--- src/rtl/mem_arbiter.sv ---
// rtl/mem_arbiter.sv - single-port RAM arbiter between instruction fetch and load/store ports
//
// Shares one synchronous single-port block RAM (1-cycle read latency) between
// the CPU fetch port and its data port. Accesses are serialised, the data port
// has priority, and a streak counter forces a fetch grant after STARVE_LIMIT
// consecutive data grants taken while a fetch was waiting.
//
// Ports:
//   clk_in, reset_in          clock (rising edge), synchronous active-high reset
//   if_req/if_addr            fetch request (held until if_ack) and word address
//   if_ack/if_rdata           fetch ack pulse and fetched word (held until next fetch ack)
//   d_req/d_we/d_addr         data request (held until d_ack), write flag, word address
//   d_wdata/d_be              write data and byte enables
//   d_ack/d_rdata             data ack pulse and read word (held until next read ack)
//   mem_en/mem_we             registered RAM enable and byte write enables
//   mem_addr/mem_wdata        registered RAM address and write data
//   mem_rdata                 RAM read data, valid the cycle after an enabled edge
//   owner                     port holding the current/last grant (0=fetch, 1=data)
//   busy                      high while an access is in flight
module mem_arbiter #(
    parameter int ADDR_W       = 12,
    parameter int DATA_W       = 32,
    parameter int STARVE_LIMIT = 4
) (
    input  logic                clk_in,
    input  logic                reset_in,
    input  logic                if_req,
    input  logic [ADDR_W-1:0]   if_addr,
    output logic                if_ack,
    output logic [DATA_W-1:0]   if_rdata,
    input  logic                d_req,
    input  logic                d_we,
    input  logic [ADDR_W-1:0]   d_addr,
    input  logic [DATA_W-1:0]   d_wdata,
    input  logic [DATA_W/8-1:0] d_be,
    output logic                d_ack,
    output logic [DATA_W-1:0]   d_rdata,
    output logic                mem_en,
    output logic [DATA_W/8-1:0] mem_we,
    output logic [ADDR_W-1:0]   mem_addr,
    output logic [DATA_W-1:0]   mem_wdata,
    input  logic [DATA_W-1:0]   mem_rdata,
    output logic                owner,
    output logic                busy
);

    localparam int BE_W = DATA_W / 8;
    localparam int CW   = $clog2(STARVE_LIMIT + 1);
    localparam logic [CW-1:0] LIMIT = CW'(STARVE_LIMIT);

    typedef enum logic [1:0] {
        S_IDLE,
        S_ACCESS,
        S_RESP
    } state_t;

    state_t        state;
    logic [CW-1:0] streak;
    logic          wr_op;

    // A port whose ack is high this cycle is masked so that a requester
    // dropping req on the ack-sampling edge is not granted a second time.
    logic if_elig;
    logic d_elig;
    logic grant_fetch;
    logic grant_data;

    always_comb begin
        if_elig     = if_req & ~if_ack;
        d_elig      = d_req & ~d_ack;
        grant_fetch = if_elig & (~d_elig | (streak == LIMIT));
        grant_data  = d_elig & ~grant_fetch;
    end

    always_ff @(posedge clk_in) begin
        if (reset_in) begin
            state     <= S_IDLE;
            streak    <= '0;
            wr_op     <= 1'b0;
            if_ack    <= 1'b0;
            if_rdata  <= '0;
            d_ack     <= 1'b0;
            d_rdata   <= '0;
            mem_en    <= 1'b0;
            mem_we    <= '0;
            mem_addr  <= '0;
            mem_wdata <= '0;
            owner     <= 1'b0;
            busy      <= 1'b0;
        end else begin
            // Acks are single-cycle pulses.
            if_ack <= 1'b0;
            d_ack  <= 1'b0;

            case (state)
                S_IDLE: begin
                    if (grant_fetch || grant_data) begin
                        mem_en <= 1'b1;
                        owner  <= grant_data;
                        busy   <= 1'b1;
                        state  <= S_ACCESS;
                        if (grant_data) begin
                            mem_addr  <= d_addr;
                            mem_wdata <= d_wdata;
                            mem_we    <= d_we ? d_be : {BE_W{1'b0}};
                            wr_op     <= d_we;
                            // Count data grants that overtook a waiting fetch.
                            if (!if_elig) begin
                                streak <= '0;
                            end else if (streak != LIMIT) begin
                                streak <= streak + CW'(1);
                            end
                        end else begin
                            mem_addr <= if_addr;
                            mem_we   <= '0;
                            wr_op    <= 1'b0;
                            streak   <= '0;
                        end
                    end
                end

                S_ACCESS: begin
                    mem_en <= 1'b0;
                    mem_we <= '0;
                    if (wr_op) begin
                        // Writes complete as soon as the RAM has taken them.
                        d_ack <= 1'b1;
                        busy  <= 1'b0;
                        state <= S_IDLE;
                    end else begin
                        state <= S_RESP;
                    end
                end

                S_RESP: begin
                    busy  <= 1'b0;
                    state <= S_IDLE;
                    if (owner) begin
                        d_ack   <= 1'b1;
                        d_rdata <= mem_rdata;
                    end else begin
                        if_ack   <= 1'b1;
                        if_rdata <= mem_rdata;
                    end
                end

                default: begin
                    state <= S_IDLE;
                end
            endcase
        end
    end

endmodule

--- config.mk ---
export PLATFORM = sky130hd
export DESIGN_NAME = mem_arbiter
export DESIGN_NICKNAME = d
export VERILOG_FILES = /design/src/rtl/mem_arbiter.sv
export SDC_FILE = /design/constraint.sdc
export NUM_CORES = 1
export LEC_CHECK = 0
export CAP_MARGIN = 25
export CORE_MARGIN = 1
export CORE_UTILIZATION = 43
export CTS_BUF_LIST = sky130_fd_sc_hd__clkbuf_4
export DETAILED_ROUTE_END_ITERATION = 16
export HOLD_SLACK_MARGIN = 0.15
export PLACE_DENSITY = 0.82
export SLEW_MARGIN = 20
export SYNTH_ARGS = -nofsm -noshare
export SYNTH_HDL_FRONTEND = slang
export SYNTH_SLANG_ARGS = --single-unit
export TNS_END_PERCENT = 30
--- constraint.sdc ---
create_clock -name clk_in -period 1.7 [get_ports clk_in]
set_clock_uncertainty 0.05 [all_clocks]
set_input_delay 0.51 -clock clk_in [delete_from_list [all_inputs] [get_ports clk_in]]
set_output_delay 0.51 -clock clk_in [all_outputs]
set_load 0.01 [all_outputs]
**Word-level counts from Yosys, hierarchy flattened**

Cells that the tools add are included.

- Bitwise logic cells: 11
- Mux-type cells: 20
- Equality and inequality tests: 7
- Add/subtract/negate cells: 1
- Reductions and logical operators: 12

Operators with widths:

| cell | count |
|---|---|
| $mux W12 | 1 |
| $mux W4 | 3 |
| $mux W3 | 3 |
| $reduce_and A3 Y1 | 3 |
| $pmux W4 S2 | 1 |
| $reduce_and A2 Y1 | 4 |
| $mux W1 | 6 |
| $not A1 Y1 | 6 |
| $and A1 B1 Y1 | 4 |
| $mux W2 | 2 |
| $ne A2 B2 Y1 const B | 2 |
| $pmux W1 S2 | 2 |
| $pmux W2 S2 | 1 |
| $add A3 B1 Y3 const B | 1 |
| $eq A3 B3 Y1 const B | 1 |
| $ne A3 B2 Y1 const B | 1 |
| $ne A3 B3 Y1 const B | 1 |
| $pmux W1 S3 | 1 |
| $reduce_bool A3 Y1 | 1 |
| $eq A2 B1 Y1 const B | 1 |
| $eq A2 B2 Y1 const B | 1 |
| $logic_not A2 Y1 | 1 |
| $reduce_bool A2 Y1 | 1 |
| $reduce_or A2 Y1 | 1 |
| other kinds (2) | 2 |

- Output and inout bits: 117
- Input port bits: 97
- Logic and storage cells: 64
- Register bits after elaboration: 123

**Depth between registers and ports, before layout**

Gate-level depths: netlist of the first run.

- Depth in word-level cells: 10
- Mapped depth: 8
- Depth with buffers taken out: 6

**Worst setup path after synthesis of the first run**

OpenSTA, ideal clock, no wires.

- Path kind: register -> register
- From: register state[0]
- To: register owner
- Path buffers: 3
- Arrival time: 1.332 ns
- Library setup time: 0.128 ns
- Clock period less this slack: 1.509 ns
- Required time: 1.522 ns
- Stages on the path, launching flop included: 9
- Setup slack: 0.191 ns
- Cell sequence: dfxtp_1 -> inv_1 -> ha_1 -> buf_2 -> and3_1 -> buf_4 -> buf_6 -> a21oi_1 -> nor2_1

- Word-level cells in the longest chain between the ends: 2

Ends and longest elaborated chain:

| item | line | RTL |
|---|---|---|
| start: declaration | 57 | `state_t state;` |
| start signal: assignment | 77 | `state <= S_IDLE;` |
| start signal: assignment | 101 | `state <= S_ACCESS;` |
| start signal: assignment | 129 | `state <= S_IDLE;` |
| $logic_not A2 Y1 | 95 | `case (state)` |
| $reduce_and A2 Y1 (no line) | n/a |  |
| end signal: assignment | 99 | `owner <= grant_data;` |
| end: declaration | 43 | `output logic owner,` |

No other way between the ends.
A chain may end at the register's enable or synchronous reset.

**Final worst setup path of the first run**

- From: register d_rdata[21]
- To: output d_rdata[21]

RTL lines:

| item | line | RTL |
|---|---|---|
| start: declaration | 37 | `output logic [DATA_W-1:0] d_rdata,` |
| start signal: assignment | 140 | `d_rdata <= mem_rdata;` |

No word-level cell between the ends.

==> summary.json, run 1 <==
{
  "routed_via_density": {"value": 5.02},
  "status": {"value": "finished, final reports clean"},
  "netlist_area": {"value": 0.00466, "unit": "mm^2"},
  "postSynth.asyncResetShare": {"value": 0, "unit": "%"},
  "r2r_setup_slack": {"value": 0.11, "unit": "ns"},
  "route.detailed.drc": {"value": 0},
  "crit_path_end_kind": {"value": "output port"},
  "wire_per_inst": {"value": 15.0, "unit": "um"},
  "grt_usage": {"value": 24.9, "unit": "%"},
  "clkSlewWorstSetupHoldPaths": {"value": 0.11, "unit": "ns"},
  "post_synth_inst_count": {"value": 569},
  "synth_cell_count_leaders": {"value": "210 x nand2_1, 123 x dfxtp_1, 108 x a21oi_1, 25 x nor2_1"},
  "drt_first_pass_iters": {"value": 5},
  "n_antenna_cell": {"value": 0},
  "h-tree-depth": {"value": 4},
  "cts_tree": {"value": "built"},
  "ys_types": {"value": 35},
  "synth_fp_nets": {"value": 673},
  "setup.worst_path.start_class": {"value": "register"},
  "hold_start": {"value": "reset_in"},
  "cts.sinks": {"value": 123},
  "final_core_utilization": {"value": 66.2, "unit": "%"},
  "core-area": {"value": 0.0104, "unit": "mm^2"},
  "boundaryPins": {"value": 214},
  "power.static_leakage": {"value": 2.87, "unit": "nW"},
  "synthDominantCellAreaShare": {"value": 52.9, "unit": "%"},
  "timing.hold.ws": {"value": 0.366, "unit": "ns"},
  "finalMaxSlewViolations": {"value": 0},
  "worstSkewPairLatency": {"value": 0.50, "unit": "ns"},
  "r2r_cells": {"value": 6},
  "rsz0062_at_grt": {"value": "true"},
  "max_freq": {"value": 614, "unit": "MHz"},
  "max-clock-path-buffers": {"value": 2},
  "yosys.cell_count.top_type": {"value": "nand2_1"},
  "place_hpwl": {"value": 9370, "unit": "um"},
  "postRouteWirelength": {"value": 13900, "unit": "um"},
  "worst_hold_path_ep": {"value": "mem_we[2]"},
  "area_growth_syn_to_layout": {"value": 48.1, "unit": "%"},
  "syn-mean-instance-area": {"value": 8.18, "unit": "um^2"},
  "drt_iter0_markers": {"value": 230},
  "yosysWarningCount": {"value": 0},
  "drive_gt1_share": {"value": 34.0, "unit": "%"},
  "grt_max_degree": {"value": 45},
  "final_report_setup_violation_count": {"value": 0},
  "hold_violations": {"value": 0},
  "cts-buffers-inserted": {"value": 17},
  "globalRouteOverflowTotal": {"value": 0},
  "die_x": {"value": 106, "unit": "um"},
  "final.min_clock_period": {"value": 1.63, "unit": "ns"},
  "worst_path_dominant_cell_family": {"value": "flip-flops"},
  "r2r-start": {"value": "state[1]"},
  "path_buf_inv": {"value": 1},
  "die_h": {"value": 106, "unit": "um"},
  "row_count": {"value": 37},
  "max_cap_violations": {"value": 0},
  "setup_tns": {"value": 0, "unit": "ns"},
  "global_route_wire_length_before_repair": {"value": 22100, "unit": "um"},
  "antenna_violating_nets_post_route": {"value": 0},
  "port_buffers": {"value": 213},
  "worst_path_max_stage_delay": {"value": 0.35, "unit": "ns"},
  "total_power": {"value": 0.00644, "unit": "W"},
  "yosys_register_bits": {"value": 123},
  "routabilityCongestion": {"value": 0.814},
  "critical_path_peak_fanout": {"value": 2},
  "slew_headroom": {"value": 73.2, "unit": "%"},
  "ys_dominant_reg_cell": {"value": "dfxtp_1"},
  "hold-path-cell-count": {"value": 2},
  "cp_data_arrival_time": {"value": 1.07, "unit": "ns"},
  "layout_worst_path_cycle_share": {"value": 95.8, "unit": "%"},
  "max_slew.worst_pin.slew": {"value": 0.402, "unit": "ns"},
  "vdd_ir_drop_max": {"value": 0.534, "unit": "mV"},
  "synth.yosys.seq_area_share": {"value": 52.9, "unit": "%"},
  "placed_cell_area": {"value": 0.00704, "unit": "mm^2"},
  "timing.critical_path.cells": {"value": "clkdlybuf4s15_2"},
  "required_time_worst_endpoint": {"value": 1.14, "unit": "ns"},
  "final_net_count": {"value": 887},
  "critical_path_class": {"value": "register to output port"},
  "starting_density_of_the_core": {"value": 44.7, "unit": "%"},
  "cp.depth": {"value": 1},
  "clk_root_buffer_cell": {"value": "clkbuf_4"},
  "timing.rr.end": {"value": "busy"},
  "synth_top_area_cell": {"value": "dfxtp_1"},
  "postLayoutCellArea": {"value": 0.00689, "unit": "mm^2"},
  "timing.critical_path.slowest_stage_cell": {"value": "dfxtp_2"},
  "route.vias.total": {"value": 4678},
  "grt_pass1_vias": {"value": 4772},
  "power_density": {"value": 934, "unit": "mW/mm^2"},
  "synth_edf_count": {"value": 0},
  "min-delay-path-class": {"value": "input pin to register"},
  "antenna_found_initial": {"value": 0},
  "post_synth_main_area_contributors": {"value": "dfxtp_1 53%, nand2_1 17%, a21oi_1 12%, nor2_1 2.0%, ha_1 1.9%"},
  "die_area": {"value": 0.0112, "unit": "mm^2"},
  "nFillCells": {"value": 856}
}
[registers in the layout, summed over array words and instances (netlist names)]
register	count
mem_we	4
d_ack	1
d_rdata	32
wr_op	1
owner	1
mem_en	1
mem_addr	12
busy	1
streak	3
state	2
if_rdata	32
mem_wdata	32
if_ack	1
[metal layers]
layer | GRT usage (%) | part of all wire (%) | vias up
met2 | 44.3 | 50 | 184
li1 | - | - | 2295
met5 | 0 | 0 | -
met3 | 7.30 | 7.4 | 17
met4 | 9.52 | 1.5 | 0
met1 | 28.1 | 41 | 2182
[worst max-delay path by stage]
stage	slack (ns)	from	end
floorplan	0.19	state[0]	owner
global placement	-0.24	if_req	streak[1]
detailed placement	-0.32	if_req	owner
CTS	-0.004	if_rdata[5]	if_rdata[5]
global route	-0.003	state[0]	mem_we[3]
finish	0.07	d_rdata[21]	d_rdata[21]
[per-stage QoR]
stage | cells | setup slack, ns
global placement | 899 | -0.239
detailed placement | 899 | -0.320
global route | 932 | -0.00294
CTS | 932 | -0.00424
finish | 932 | 0.0715
floorplan | 569 | 0.191
[layout by cell type (no fill, tap or decap), types with 5 or more instances in the layout]
master,synthesis,layout
buf_2,15,70
clkinv_4,0,6
clkbuf_2,0,39
nand2_1,210,210
clkbuf_4,0,18
clkinv_2,0,5
clkdlybuf4s15_2,0,8
dfxtp_1,123,45
a211oi_1,8,8
ha_1,7,6
clkdlybuf4s50_1,0,95
a22oi_1,5,5
a21oi_1,108,108
buf_12,0,11
a211oi_2,5,5
dfxtp_2,0,77
buf_4,2,13
nor2_1,25,25
[cell type report]
| type | instances | area [um^2] | area share [%] |
|---|---|---|---|
| sequential | 123 | 2560 | 37.2 |
| inverter | 4 | 15.0 | 0.218 |
| clock buffer | 18 | 135 | 1.96 |
| clock inverter | 14 | 124 | 1.80 |
| timing repair buffer | 236 | 1900 | 27.6 |
| multi-input combinational | 401 | 1980 | 28.8 |
| tap | 136 | 170 | 2.47 |
[where the power goes]
part | internal [W] | total [W] | switching [W] | leakage, nW
Sequential | 0.00309 | 0.00319 | 0.000102 | 1.04
Combinational | 0.000680 | 0.00139 | 0.000708 | 1.68
Clock | 0.000744 | 0.00186 | 0.00111 | 0.146
Total | 0.00451 | 0.00644 | 0.00192 | 2.87
[logic make-up (layout without fill, tap and decap cells)]
group	after synthesis	in the layout	share of synthesized area (%)
compound gates	136	136	17.1
buf+inv	45	272	5.00
simple gates	255	255	22.5
fa+ha+maj	7	7	1.88
mux	3	3	0.645
flops	123	123	52.9
[what timing repair did]
item	4_1_cts	5_1_grt
hold buffers	0	0
pin swaps	0	1
gates resized for setup	348	155
setup endpoints to repair	117	167
buffers inserted	1	0
No activity file was read; power rests on OpenSTA's default activity.
==> run 2: changes to the inputs <==
--- a/config.mk
+++ b/config.mk
@@ -10,7 +10,6 @@
 export CORE_UTILIZATION = 43
 export CTS_BUF_LIST = sky130_fd_sc_hd__clkbuf_4
 export DETAILED_ROUTE_END_ITERATION = 16
-export HOLD_SLACK_MARGIN = 0.15
 export PLACE_DENSITY = 0.82
 export SLEW_MARGIN = 20
 export SYNTH_ARGS = -nofsm -noshare
==> results of run 2 <==
Same layout as run 1: the final DEF is identical, and so are final timing and power.
